<file path="src/rtl/pipe_ctrl_pkg.sv">
// Shared types and constants for the pipeline sequencing controller.
package pipe_ctrl_pkg;

  localparam int unsigned REG_W         = 5;
  localparam int unsigned CNT_W_DEF     = 16;
  localparam int unsigned MULTI_LAT_DEF = 4;

  typedef enum logic [1:0] {
    ST_RUN   = 2'd0,
    ST_MULTI = 2'd1,
    ST_HALT  = 2'd2
  } state_e;

  // Per-stage strobe bundle produced each cycle by the controller.
  typedef struct packed {
    logic pc_en;
    logic ifid_en;
    logic idex_en;
    logic exmem_en;
    logic memwb_en;
    logic ifid_clear;
    logic idex_clear;
    logic exmem_clear;
  } strobe_t;

  // Everything advances, nothing is cleared.
  function automatic strobe_t strobe_run();
    strobe_t s;
    s = '{pc_en: 1'b1, ifid_en: 1'b1, idex_en: 1'b1, exmem_en: 1'b1,
          memwb_en: 1'b1, ifid_clear: 1'b0, idex_clear: 1'b0,
          exmem_clear: 1'b0};
    return s;
  endfunction

  // Front-end held, bubble into MEM, WB keeps draining.
  function automatic strobe_t strobe_freeze();
    strobe_t s;
    s = strobe_run();
    s.pc_en       = 1'b0;
    s.ifid_en     = 1'b0;
    s.idex_en     = 1'b0;
    s.exmem_clear = 1'b1;
    return s;
  endfunction

endpackage

</file>
<file path="src/rtl/pipe_ctrl_if.sv">
// Hazard inputs from ID/EX and stage strobes/counters back to the datapath.
interface pipe_ctrl_if
  import pipe_ctrl_pkg::*;
#(
  parameter int unsigned CNT_W = CNT_W_DEF
) ();

  logic [REG_W-1:0] id_req_a;
  logic [REG_W-1:0] id_req_b;
  logic             id_uses_a;
  logic             id_uses_b;
  logic             ex_r_datamem;
  logic             ex_regfile_w_en;
  logic [REG_W-1:0] ex_req_w;
  logic             ex_mispredict;
  logic             ex_syscall_halt;
  logic             ex_multi_start;
  logic             resume;

  logic             pc_en;
  logic             ifid_en;
  logic             idex_en;
  logic             exmem_en;
  logic             memwb_en;
  logic             ifid_clear;
  logic             idex_clear;
  logic             exmem_clear;
  logic             halted;
  logic [CNT_W-1:0] stall_cnt;
  logic [CNT_W-1:0] flush_cnt;

  // Datapath side: drives hazard info, consumes strobes.
  modport master (
    output id_req_a, id_req_b, id_uses_a, id_uses_b, ex_r_datamem,
           ex_regfile_w_en, ex_req_w, ex_mispredict, ex_syscall_halt,
           ex_multi_start, resume,
    input  pc_en, ifid_en, idex_en, exmem_en, memwb_en, ifid_clear,
           idex_clear, exmem_clear, halted, stall_cnt, flush_cnt
  );

  // Controller side.
  modport slave (
    input  id_req_a, id_req_b, id_uses_a, id_uses_b, ex_r_datamem,
           ex_regfile_w_en, ex_req_w, ex_mispredict, ex_syscall_halt,
           ex_multi_start, resume,
    output pc_en, ifid_en, idex_en, exmem_en, memwb_en, ifid_clear,
           idex_clear, exmem_clear, halted, stall_cnt, flush_cnt
  );

endinterface

</file>
<file path="src/rtl/pipe_hazard_detect.sv">
// Load-use comparator: a load in EX writes a register the ID instruction reads.
module pipe_hazard_detect
  import pipe_ctrl_pkg::*;
(
  input  logic [REG_W-1:0] id_req_a,
  input  logic [REG_W-1:0] id_req_b,
  input  logic             id_uses_a,
  input  logic             id_uses_b,
  input  logic             ex_r_datamem,
  input  logic             ex_regfile_w_en,
  input  logic [REG_W-1:0] ex_req_w,
  output logic             load_use
);

  // Register 0 is hardwired, so a load targeting it never creates a dependency.
  always_comb begin
    load_use = 1'b0;
    if (ex_r_datamem && ex_regfile_w_en && (ex_req_w != '0)) begin
      load_use = (id_uses_a && (id_req_a == ex_req_w)) ||
                 (id_uses_b && (id_req_b == ex_req_w));
    end
  end

endmodule

</file>
<file path="src/rtl/pipe_ctrl.sv">
// Pipeline sequencing controller: stage enables/clears, halt and stall/flush
// counters. Define PIPE_CTRL_MULTI_EN to build multi-cycle EX freeze support.
module pipe_ctrl
  import pipe_ctrl_pkg::*;
#(
  parameter int unsigned MULTI_LAT = MULTI_LAT_DEF,
  parameter int unsigned CNT_W     = CNT_W_DEF
) (
  input  logic         clk,
  input  logic         rst_n,
  pipe_ctrl_if.slave   bus
);

  if (MULTI_LAT < 2) begin : g_bad_lat
    $error("pipe_ctrl: MULTI_LAT must be at least 2");
  end

  state_e           state_q, state_d;
  logic [CNT_W-1:0] stall_cnt_q, stall_cnt_d;
  logic [CNT_W-1:0] flush_cnt_q, flush_cnt_d;
  strobe_t          stb_c;
  logic             halted_c;
  logic             flush_inc_c;
  logic             load_use;

`ifdef PIPE_CTRL_MULTI_EN
  localparam int unsigned MCNT_W = (MULTI_LAT > 2) ? $clog2(MULTI_LAT - 1) : 1;
  logic [MCNT_W-1:0] cnt_q, cnt_d;
`endif

  pipe_hazard_detect u_hazard (
    .id_req_a        (bus.id_req_a),
    .id_req_b        (bus.id_req_b),
    .id_uses_a       (bus.id_uses_a),
    .id_uses_b       (bus.id_uses_b),
    .ex_r_datamem    (bus.ex_r_datamem),
    .ex_regfile_w_en (bus.ex_regfile_w_en),
    .ex_req_w        (bus.ex_req_w),
    .load_use        (load_use)
  );

  // State register, multi-cycle countdown and performance counters.
  always_ff @(posedge clk or negedge rst_n) begin
    if (!rst_n) begin
      state_q     <= ST_RUN;
      stall_cnt_q <= '0;
      flush_cnt_q <= '0;
`ifdef PIPE_CTRL_MULTI_EN
      cnt_q       <= '0;
`endif
    end else begin
      state_q     <= state_d;
      stall_cnt_q <= stall_cnt_d;
      flush_cnt_q <= flush_cnt_d;
`ifdef PIPE_CTRL_MULTI_EN
      cnt_q       <= cnt_d;
`endif
    end
  end

  // Next state and strobes; priority in RUN is halt > mispredict > multi > load-use.
  always_comb begin
    state_d     = state_q;
    stb_c       = strobe_run();
    halted_c    = 1'b0;
    flush_inc_c = 1'b0;
`ifdef PIPE_CTRL_MULTI_EN
    cnt_d       = cnt_q;
`endif
    case (state_q)
      ST_RUN: begin
        if (bus.ex_syscall_halt) begin
          state_d = ST_HALT;
        end else if (bus.ex_mispredict) begin
          stb_c.ifid_clear = 1'b1;
          stb_c.idex_clear = 1'b1;
          flush_inc_c      = 1'b1;
`ifdef PIPE_CTRL_MULTI_EN
        end else if (bus.ex_multi_start) begin
          stb_c   = strobe_freeze();
          cnt_d   = MCNT_W'(MULTI_LAT - 2);
          state_d = ST_MULTI;
`endif
        end else if (load_use) begin
          stb_c.pc_en      = 1'b0;
          stb_c.ifid_en    = 1'b0;
          stb_c.idex_clear = 1'b1;
        end
      end
`ifdef PIPE_CTRL_MULTI_EN
      ST_MULTI: begin
        if (cnt_q != '0) begin
          stb_c = strobe_freeze();
          cnt_d = cnt_q - MCNT_W'(1);
        end else begin
          state_d = ST_RUN;
        end
      end
`endif
      ST_HALT: begin
        stb_c    = strobe_freeze();
        halted_c = 1'b1;
        if (bus.resume) begin
          state_d = ST_RUN;
        end
      end
      default: begin
        state_d = ST_RUN;
      end
    endcase
  end

  // Saturating counters; halted cycles are not counted as stalls.
  always_comb begin
    stall_cnt_d = stall_cnt_q;
    flush_cnt_d = flush_cnt_q;
    if (!stb_c.pc_en && (state_q != ST_HALT) && (stall_cnt_q != '1)) begin
      stall_cnt_d = stall_cnt_q + CNT_W'(1);
    end
    if (flush_inc_c && (flush_cnt_q != '1)) begin
      flush_cnt_d = flush_cnt_q + CNT_W'(1);
    end
  end

  // Strobes are forced low while reset is held.
  always_comb begin
    bus.pc_en       = rst_n & stb_c.pc_en;
    bus.ifid_en     = rst_n & stb_c.ifid_en;
    bus.idex_en     = rst_n & stb_c.idex_en;
    bus.exmem_en    = rst_n & stb_c.exmem_en;
    bus.memwb_en    = rst_n & stb_c.memwb_en;
    bus.ifid_clear  = rst_n & stb_c.ifid_clear;
    bus.idex_clear  = rst_n & stb_c.idex_clear;
    bus.exmem_clear = rst_n & stb_c.exmem_clear;
    bus.halted      = rst_n & halted_c;
    bus.stall_cnt   = stall_cnt_q;
    bus.flush_cnt   = flush_cnt_q;
  end

endmodule

</file>
<file path="src/flat_wrapper.sv">
// flat-port wrapper written by rule: the top's interface ports become plain ports
module pipe_ctrl_flat import pipe_ctrl_pkg::*;
#(
  parameter int unsigned MULTI_LAT = MULTI_LAT_DEF,
  parameter int unsigned CNT_W     = CNT_W_DEF
)
  (clk, rst_n, bus_id_req_a, bus_id_req_b, bus_id_uses_a, bus_id_uses_b, bus_ex_r_datamem, bus_ex_regfile_w_en, bus_ex_req_w, bus_ex_mispredict, bus_ex_syscall_halt, bus_ex_multi_start, bus_resume, bus_pc_en, bus_ifid_en, bus_idex_en, bus_exmem_en, bus_memwb_en, bus_ifid_clear, bus_idex_clear, bus_exmem_clear, bus_halted, bus_stall_cnt, bus_flush_cnt);
  pipe_ctrl_if #(.CNT_W(CNT_W)) bus_i ();
  input  logic clk;
  input  logic rst_n;
  input wire logic [$bits(bus_i.id_req_a)-1:0] bus_id_req_a;
  input wire logic [$bits(bus_i.id_req_b)-1:0] bus_id_req_b;
  input wire logic [$bits(bus_i.id_uses_a)-1:0] bus_id_uses_a;
  input wire logic [$bits(bus_i.id_uses_b)-1:0] bus_id_uses_b;
  input wire logic [$bits(bus_i.ex_r_datamem)-1:0] bus_ex_r_datamem;
  input wire logic [$bits(bus_i.ex_regfile_w_en)-1:0] bus_ex_regfile_w_en;
  input wire logic [$bits(bus_i.ex_req_w)-1:0] bus_ex_req_w;
  input wire logic [$bits(bus_i.ex_mispredict)-1:0] bus_ex_mispredict;
  input wire logic [$bits(bus_i.ex_syscall_halt)-1:0] bus_ex_syscall_halt;
  input wire logic [$bits(bus_i.ex_multi_start)-1:0] bus_ex_multi_start;
  input wire logic [$bits(bus_i.resume)-1:0] bus_resume;
  output wire logic [$bits(bus_i.pc_en)-1:0] bus_pc_en;
  output wire logic [$bits(bus_i.ifid_en)-1:0] bus_ifid_en;
  output wire logic [$bits(bus_i.idex_en)-1:0] bus_idex_en;
  output wire logic [$bits(bus_i.exmem_en)-1:0] bus_exmem_en;
  output wire logic [$bits(bus_i.memwb_en)-1:0] bus_memwb_en;
  output wire logic [$bits(bus_i.ifid_clear)-1:0] bus_ifid_clear;
  output wire logic [$bits(bus_i.idex_clear)-1:0] bus_idex_clear;
  output wire logic [$bits(bus_i.exmem_clear)-1:0] bus_exmem_clear;
  output wire logic [$bits(bus_i.halted)-1:0] bus_halted;
  output wire logic [$bits(bus_i.stall_cnt)-1:0] bus_stall_cnt;
  output wire logic [$bits(bus_i.flush_cnt)-1:0] bus_flush_cnt;
  assign bus_i.id_req_a = bus_id_req_a;
  assign bus_i.id_req_b = bus_id_req_b;
  assign bus_i.id_uses_a = bus_id_uses_a;
  assign bus_i.id_uses_b = bus_id_uses_b;
  assign bus_i.ex_r_datamem = bus_ex_r_datamem;
  assign bus_i.ex_regfile_w_en = bus_ex_regfile_w_en;
  assign bus_i.ex_req_w = bus_ex_req_w;
  assign bus_i.ex_mispredict = bus_ex_mispredict;
  assign bus_i.ex_syscall_halt = bus_ex_syscall_halt;
  assign bus_i.ex_multi_start = bus_ex_multi_start;
  assign bus_i.resume = bus_resume;
  assign bus_pc_en = bus_i.pc_en;
  assign bus_ifid_en = bus_i.ifid_en;
  assign bus_idex_en = bus_i.idex_en;
  assign bus_exmem_en = bus_i.exmem_en;
  assign bus_memwb_en = bus_i.memwb_en;
  assign bus_ifid_clear = bus_i.ifid_clear;
  assign bus_idex_clear = bus_i.idex_clear;
  assign bus_exmem_clear = bus_i.exmem_clear;
  assign bus_halted = bus_i.halted;
  assign bus_stall_cnt = bus_i.stall_cnt;
  assign bus_flush_cnt = bus_i.flush_cnt;
  pipe_ctrl #(.MULTI_LAT(MULTI_LAT), .CNT_W(CNT_W)) u_core (.clk(clk), .rst_n(rst_n), .bus(bus_i));
endmodule
</file>
<file path="config.mk">
export PLATFORM = sky130hd
export DESIGN_NAME = pipe_ctrl_flat
export DESIGN_NICKNAME = d
export VERILOG_FILES = /design/src/rtl/pipe_ctrl_pkg.sv /design/src/rtl/pipe_ctrl_if.sv /design/src/rtl/pipe_hazard_detect.sv /design/src/rtl/pipe_ctrl.sv /design/src/flat_wrapper.sv
export SDC_FILE = /design/constraint.sdc
export NUM_CORES = 1
export LEC_CHECK = 0
export ABC_AREA = 0
export ABC_CLOCK_PERIOD_IN_PS = 4500
export CAP_MARGIN = 15
export CORE_MARGIN = 1
export CORE_UTILIZATION = 49
export DETAILED_ROUTE_END_ITERATION = 10
export PLACE_DENSITY = 0.86
export REMOVE_ABC_BUFFERS = 1
export SLEW_MARGIN = 40
export SYNTH_ARGS = -nofsm -noshare
export SYNTH_HDL_FRONTEND = slang
export SYNTH_HIERARCHICAL = 1
export SYNTH_SLANG_ARGS = --single-unit
</file>
<file path="constraint.sdc">
create_clock -name clk -period 4.5 [get_ports clk]
set_clock_uncertainty 0.15 [all_clocks]
set_input_delay 0.675 -clock clk [delete_from_list [all_inputs] [get_ports clk]]
set_output_delay 0.675 -clock clk [all_outputs]
set_load 0.1 [all_outputs]
</file>
# == Yosys cells after proc, flatten, opt, wreduce, memory -nomap -nowiden ==
# Cells that the tools add are included.
# word_totals
register_bits,34
# op_classes
n_addsub,2
eq_ne,8
mux,17
bitwise,8
reduce_logical,12
# ops
cell,count
$add A16 B1 Y16 const B,2
$ne A16 B16 Y1 const B,2
$mux W2,7
$eq A5 B5 Y1,2
$and A1 B1 Y1,8
$pmux W2 S2,2
$logic_and A1 B1 Y1,7
$mux W1,7
$ne A2 B2 Y1 const B,3
$reduce_bool A5 Y1,1
$mux W3,1
$eq A2 B2 Y1 const B,1
$logic_not A2 Y1,1
$reduce_and A2 Y1,1
$logic_not A1 Y1,1
$logic_or A1 B1 Y1,1

# == Depth between registers and ports, before layout ==
# logic_depth
depth_word,11
depth_mapped,9

# == Modules after synthesis ==
# The synthesis kept the hierarchy.
# modules_own_cells
mod,instances,cells_per_inst,area_each_um2
pipe_ctrl,1,167,1771.7
pipe_hazard_detect,1,17,135.1

# == Worst setup path after synthesis ==
# No wires, ideal clock.
# synth_path
path_kind,input port to output port
startpoint,input bus_id_req_a[0]
endpoint,output bus_idex_clear
arrival_time_ps,3499
required_time_ps,3675
path_slack_ps,176
cell_stages,6
path_cell_list,xor2_1 nor4_1 nand3_1 a21oi_1 o21ai_0 nor3_1
# synth_via
elab_chain_cells,9
# synth_rtl
element,line,rtl
from (decl),flat_wrapper.sv:11,input wire logic [$bits(bus_i.id_req_a)-1:0] bus_id_req_a;
$eq A5 B5 Y1,pipe_hazard_detect.sv:19,load_use = (id_uses_a && (id_req_a == ex_req_w)) ||
$logic_and A1 B1 Y1,pipe_hazard_detect.sv:19,
$logic_or A1 B1 Y1,pipe_hazard_detect.sv:19,
$mux W1,pipe_hazard_detect.sv:18,if (ex_r_datamem && ex_regfile_w_en && (ex_req_w != '0)) begin
via u_core.load_use,pipe_ctrl.sv:24,logic load_use;
$mux W1,pipe_ctrl.sv:84,end else if (load_use) begin
$mux W1,pipe_ctrl.sv:74,end else if (bus.ex_mispredict) begin
$mux W2,pipe_ctrl.sv:72,if (bus.ex_syscall_halt) begin
$mux W2,pipe_ctrl.sv:70,case (state_q)
$and A1 B1 Y1,pipe_ctrl.sv:133,bus.idex_clear = rst_n & stb_c.idex_clear;
to (decl),flat_wrapper.sv:28,output wire logic [$bits(bus_i.idex_clear)-1:0] bus_idex_clear;
# The timed path passes the listed nets, and every way through them passes these cells.

# == Final worst setup path ==
# layout_path
startpoint,input bus_ex_req_w[1]
endpoint,output bus_idex_clear
# layout_via
elab_chain_cells,9
elab_cells_between_ends,13
cone_classes,eq/ne: 2; mux: 5; bitwise: 1; reduce/logical: 5
# layout_rtl
element,line,rtl
from (decl),flat_wrapper.sv:17,input wire logic [$bits(bus_i.ex_req_w)-1:0] bus_ex_req_w;
"$eq A5 B5 Y1, on equally long branches","pipe_hazard_detect.sv:19, pipe_hazard_detect.sv:20",
"$logic_and A1 B1 Y1, on equally long branches","pipe_hazard_detect.sv:19, pipe_hazard_detect.sv:20",
$logic_or A1 B1 Y1,pipe_hazard_detect.sv:19,
$mux W1 *,pipe_hazard_detect.sv:18,
via u_core.load_use,pipe_ctrl.sv:24,
$mux W1 *,pipe_ctrl.sv:84,
$mux W1 *,pipe_ctrl.sv:74,
$mux W2 *,pipe_ctrl.sv:72,
$mux W2 *,pipe_ctrl.sv:70,
$and A1 B1 Y1 *,pipe_ctrl.sv:133,
# The timed path passes the listed nets; every way through them passes the cells marked *.

==> impl_metrics.csv <==
group,metric,value,unit
run_status,status,"complete, no violations",
floorplan,die_y,64.4,um
synthesis,yosysTopAreaCellShare,43.3,%
timing,tns,0,ps
grt,antenna_found_initial,0,
timing,drv_slew,0,
critical_path,cp_cell_sequence,"clkdlybuf4s50_1 > xor2_1 > nor4_1 > nand3_1 > a21oi_1 > o21ai_0 > nor3_1 > buf_12",
floorplan,initial_core_util,51.7,%
detailed_routing,route.detailed.drc,0,
critical_path,path_depth,8,
clock_tree,htreeDepth,2,
critical_path,cp_slowest_stage_delay,480,ps
layout,antenna_cells,0,
clock_tree,clk_latency,290,ps
synthesis,avgSynthCellArea,10.4,sq um
synthesis,synth_common_cells,"dfrtp_1 (33), xor2_1 (27), nand2_1 (11), nand4_1 (11)",
layout,fin_util,68.5,%
critical_path,cp.arrival,2730,ps
placed_design,dp_slack,779,ps
floorplan,die_area,4140,sq um
timing,hold_viol_final,0,
synthesis,ys.flop_type,"dfrtp_1",
worst_hold_path,hold_path.class,"flop to flop",
timing,fmax,0.282,GHz
grt,grt_max_degree,17,
synthesis,yosysWarningCount,6,
grt,grt_pass1_vias,1559,
layout,nets,277,
grt,grt_use_total,23.5,%
detailed_routing,dr_total_vias,1670,
detailed_routing,wirelength,4350,um
placed_design,numPortBuffers,64,
layout,drive_gt1_share,24.4,%
worst_hold_path,hold_depth,1,
critical_path,startpoint_type,"input pin",
timing,tightest_slew,546,ps
synthesis,synth-seq-cells,33,
timing,period_share,78.9,%
clock_tree,cts_setup_buffers,0,
critical_path,crit_family,"simple AND/OR/NAND/NOR gates",
detailed_routing,drtPass1Iterations,4,
timing,finalCriticalPeriod,3550,ps
critical_path,critPathBufInv,2,
placed_design,placedCellCount,291,
critical_path,critical_path_peak_fanout,4,
clock_tree,clock_sinks,33,
timing,setup_violations,0,
synthesis,synthDistinctLibCells,45,
floorplan,core,3690,sq um
power_and_ir_drop,report.power.total,0.953,mW
synthesis,yosysMostFrequentCell,"dfrtp_1",
synthesis,synth_area_leaders,"dfrtp_1 (43%), xor2_1 (12%), nand4_1 (3.6%)",
placed_design,dp_hpwl,3300,um
synthesis,synth_area,1910,sq um
detailed_routing,antenna_left,0,
floorplan,rows,22,
detailed_routing,drt_iter0_drc,83,
timing,rsz0062_at_grt,"no",
floorplan,fp.dieW,64.4,um
clock_tree,cts_tree,"done",
power_and_ir_drop,peakVddDrop,0.229,mV
clock_tree,ctsHoldBuffers,0,
timing,slew-limit-headroom,63.3,%
critical_path,path_class,"input pin to output pin",
floorplan,ios,66,
synthesis,synth_edf_count,0,
job,maxCapViolations,0,
synthesis,netlist_instances,184,
detailed_routing,vias_per_cell,5.60,
synthesis,synth-async-reset-ratio,100,%
grt,overflow,0,
clock_tree,cts_buffer_depth,2,
power_and_ir_drop,power_density,377,nW/um^2
critical_path,critPathRequiredTime,3670,ps
layout,fin_cells,298,
detailed_routing,wl_per_cell,14.6,um
layout,nFillCells,301,
grt,grt_pass1_wl,7450,um
critical_path,rr_worst_depth,4,
timing,fin_ws,949,ps
critical_path,cp-end-kind,"output pin",
power_and_ir_drop,p_leak,1.21,nW
clock_tree,cts_root_buffer,"clkbuf_8",
synthesis,synth_seq_area_share,43.3,%
clock_tree,cts_buffers,5,
clock_tree,clkTransAtPathRegs,60,ps
layout,area_delta_synth_final,32.5,%
clock_tree,cts_resized,0,
synthesis,yosysTopAreaCell,"dfrtp_1",
critical_path,crit_path_top_delay_cell,"clkdlybuf4s50_1",
placed_design,gp_congestion,0.849,
-- state kept, by name, summed over array words and instances, names as in the netlist --
register / cells
u_core/state_q: 1
u_core/bus.flush_cnt: 16
u_core/bus.stall_cnt: 16
-- power by group --
group	leakage, nW	switching (mW)	total [mW]	internal (mW)
logic	0.725	0.285	0.364	0.0791
clock network	0.0443	0.103	0.224	0.121
registers	0.440	0.0403	0.364	0.324
total	1.21	0.428	0.953	0.524
-- per-layer routing --
layer / share of wire [%] / track usage [%] / wire (um) / vias up
met4: 0.94 / 7.78 / 41 / 0
met5: 0 / 0 / 0 / -
met1: 43 / 29.9 / 1880 / 792
li1: - / - / - / 804
met2: 49 / 38.2 / 2120 / 71
met3: 7.0 / 6.96 / 303 / 3
-- metrics by stage --
stage	instance area, sq um	hold WS [ps]
after floorplan	1860	229
after global placement	2600	345
after detailed placement	2440	360
after CTS	2530	368
after global routing	2530	390
final	2530	372
-- cells by family (layout without fill, tap and decap cells) --
| logic type | Yosys count | after routing | share of synthesized area, % |
|---|---|---|---|
| AOI/OAI and AO/OA | 17 | 17 | 5.97 |
| DFF | 33 | 33 | 43.3 |
| adders and majority gates | 2 | 2 | 1.31 |
| xor gates and xnor gates | 33 | 33 | 15.2 |
| and+or+nand+nor | 83 | 83 | 27.6 |
| buffers and inverters | 10 | 76 | 3.21 |
| muxes | 6 | 6 | 3.48 |
-- worst paths after layout --
kind	from	end	slack [ps]
hold / removal	u_core/bus.stall_cnt[5]	u_core/bus.stall_cnt[5]	370
setup reg to reg	u_core/state_q[1]	u_core/bus.stall_cnt[15]	2310
max in group asynchronous	rst_n	u_core/bus.stall_cnt[13]	3030
hold reg to reg	u_core/bus.stall_cnt[5]	u_core/bus.stall_cnt[5]	370
min in group asynchronous	rst_n	u_core/bus.stall_cnt[9]	580
setup / recovery	bus_ex_req_w[1]	bus_idex_clear	950
-- area by class of cell --
cell class,count,area (sq um),area share (%)
multi-input cells,141,1020,40.4
well taps,48,60.1,2.38
flip-flops and latches,33,826,32.7
clock buffers,7,86.3,3.42
inverters,3,11.3,0.446
repair buffers,66,523,20.7
-- worst reg2reg max path, cell delays in order (launching register included) --
cell and delay, ps:
dfrtp_1 450, nor4b_1 490, nand4_1 350, nor3_1 280, mux2_2 360
-- placed cells by master (no fill, tap or decap), drive strengths merged, types with 2 or more instances in the layout --
cell / Yosys / final
a21oi: 6 / 6
dfrtp: 33 / 33
and3: 3 / 3
buf: 6 / 43
or2: 2 / 2
nand2: 11 / 11
xor2: 27 / 27
xnor2: 6 / 6
clkdlybuf4s50: 0 / 23
nor3: 10 / 10
mux2: 5 / 5
ha: 2 / 2
clkbuf: 1 / 7
nor3b: 4 / 4
and2: 2 / 2
nor2: 10 / 10
o21ai: 4 / 4
inv: 3 / 3
nand4: 11 / 11
nor4b: 4 / 4
nor4: 6 / 6
and4: 5 / 5
nand3: 10 / 10
Note: power is estimated with default switching activity, not from simulation.
==> edit, RTL diff (same settings) <==
Add a define of `PIPE_CTRL_MULTI_EN`.
--- a/src/rtl/pipe_ctrl.sv
+++ b/src/rtl/pipe_ctrl.sv
@@ -1,4 +1,6 @@
 // Pipeline sequencing controller: stage enables/clears, halt and stall/flush
 // counters. Define PIPE_CTRL_MULTI_EN to build multi-cycle EX freeze support.
+`define PIPE_CTRL_MULTI_EN
+
 module pipe_ctrl
   import pipe_ctrl_pkg::*;
Formal check against the unedited RTL: not equivalent (Yosys sat finds a counterexample within 4 cycles, from zero or initial values and one cycle with rst_n low).
==> edit against the original RTL <==
Sequential cell count increased by 3. Die area increased by 9.4%. Wire length increased by 5.5%. Design area increased by 6.2%. Non-clock buffer count unchanged. Worst setup slack improved by 44 ps. Largest cell class unchanged. Area after synthesis increased by 9.7%. Synthesized cell count increased by 10%. Core utilization decreased by 2.3 points. Hold slack got worse by 280 ps.
Power is not compared: it rests on default switching activity, and its combinational part moved more than twofold at a synthesized area within 25%.
==> edit: results (changes against the original RTL) <==
status complete, no violations (unchanged); worst r2r path cells 5 (was 4); pre-CTS WS 998 ps (was 779 ps); CTS clock-pin slew for the worst setup and hold paths 70 ps; largest net degree at the start of global routing 33 (was 17); cell count after placement 312 (was 291); comb_multi_in 155 (was 141); Seq. pwr 0.464 mW; Detailed Place HPWL 3350 um (was 3300 um); met3 GRT Util 0.0608 (was 0.0696); DR vias 1779 (was 1670); M2 GR Usage 0.361 (was 0.382); Pwr Density 537 mW/mm^2; post-synthesis adder-cell area fraction 0.0179 (was 0.0131); Seq/total area 0.336 (was 0.327); DR WL/cell 14.4 um (was 14.6 um); Synth top cells by count dfrtp_1 (36), xor2_1 (26), nand2_1 (13) (was dfrtp_1 (33), xor2_1 (27), nand2_1 (11), nand4_1 (11)); gr usage total 0.218 (was 0.235); Synth Area in Compound Gates 0.0891 (was 0.0597); post-synthesis xor/xnor area fraction 0.155 (was 0.152); placed cell areas 0.00259 mm^2 (was 0.00244 mm^2); met2 WL post-DR 2230 um (was 2120 um); buffering overhead 0.175 (was 0.207); layout cells sized above 1 0.234 (was 0.244); Clock-cell share 0.0359 (was 0.0342); area of the multi-input gates 0.00113 mm^2 (was 0.00102 mm^2); Metal-1 WL 2020 um (was 1880 um); met3 wire length 277 um (was 303 um); crit path DAT 2680 ps (was 2730 ps); mux share of post-synthesis cell area 0.0209 (was 0.0348); Seq cells 36 (was 33); nets 297 (was 277); Crit path max-delay family buffers and inverters (was simple AND/OR/NAND/NOR gates); Leakage Power 1.31 nW; Area Growth Syn to Fin 28.3% (was 32.5%); Slowest-stage cell, CP clkdlybuf4s50_1 (unchanged); inverter count 5 (was 3); register area share after synthesis 0.431 (was 0.433); port bufs 65 (was 64); initial DRC count 65 (was 83); global placer's final weighted congestion 0.816 (was 0.849); Worst Hold Class primary input to asynchronous set/reset pin (was register to register); synth top area cells dfrtp_1 (43%), xor2_1 (11%), xnor2_1 (4.6%), nor4_2 (3.0%), nor3_1 (2.6%) (was dfrtp_1 (43%), xor2_1 (12%), nand4_1 (3.6%), xnor2_1 (2.8%), nand3_1 (2.6%)); fill count 355 (was 301); Worst-Skew Late Latency 280 ps; average size of a mapped cell 10.3 um^2 (was 10.4 um^2); slew margin rel. 0.623 (was 0.633); vias in the first global route 1612 (was 1559); Critical Path Fanout Max 3 (was 4); synth unique cells 39 (was 45); first-pass GRT wire length 7340 um (was 7450 um); M1 GR Usage 0.271 (was 0.299); fin cells 319 (was 298)
## edit: changes by cell type after synthesis, moves of 3 or more
cell | unedited run | this run
and3_1 | 2 | 7
clkbuf_1 | 1 | 4
dfrtp_1 | 33 | 36
nand4_1 | 11 | 6
nor4_2 | 1 | 5
o2111ai_1 | 0 | 4
o211ai_1 | 0 | 4
xnor2_1 | 6 | 11
## edit: worst paths after layout
check	from	end	slack [ps]
min in group clk	u_core/cnt_q[0]$_DFFE_PN0P_	u_core/cnt_q[0]$_DFFE_PN0P_	330
hold reg to reg	u_core/cnt_q[0]$_DFFE_PN0P_	u_core/cnt_q[0]$_DFFE_PN0P_	330
setup / recovery	bus_ex_req_w[4]	bus_idex_clear	990
hold / removal	rst_n	u_core/state_q[0]$_DFFE_PN0P_	90
max in group asynchronous	rst_n	u_core/bus.flush_cnt[1]$_DFFE_PN0P_	3450
setup reg to reg	u_core/bus.flush_cnt[0]$_DFFE_PN0P_	u_core/bus.flush_cnt[1]$_DFFE_PN0P_	2340
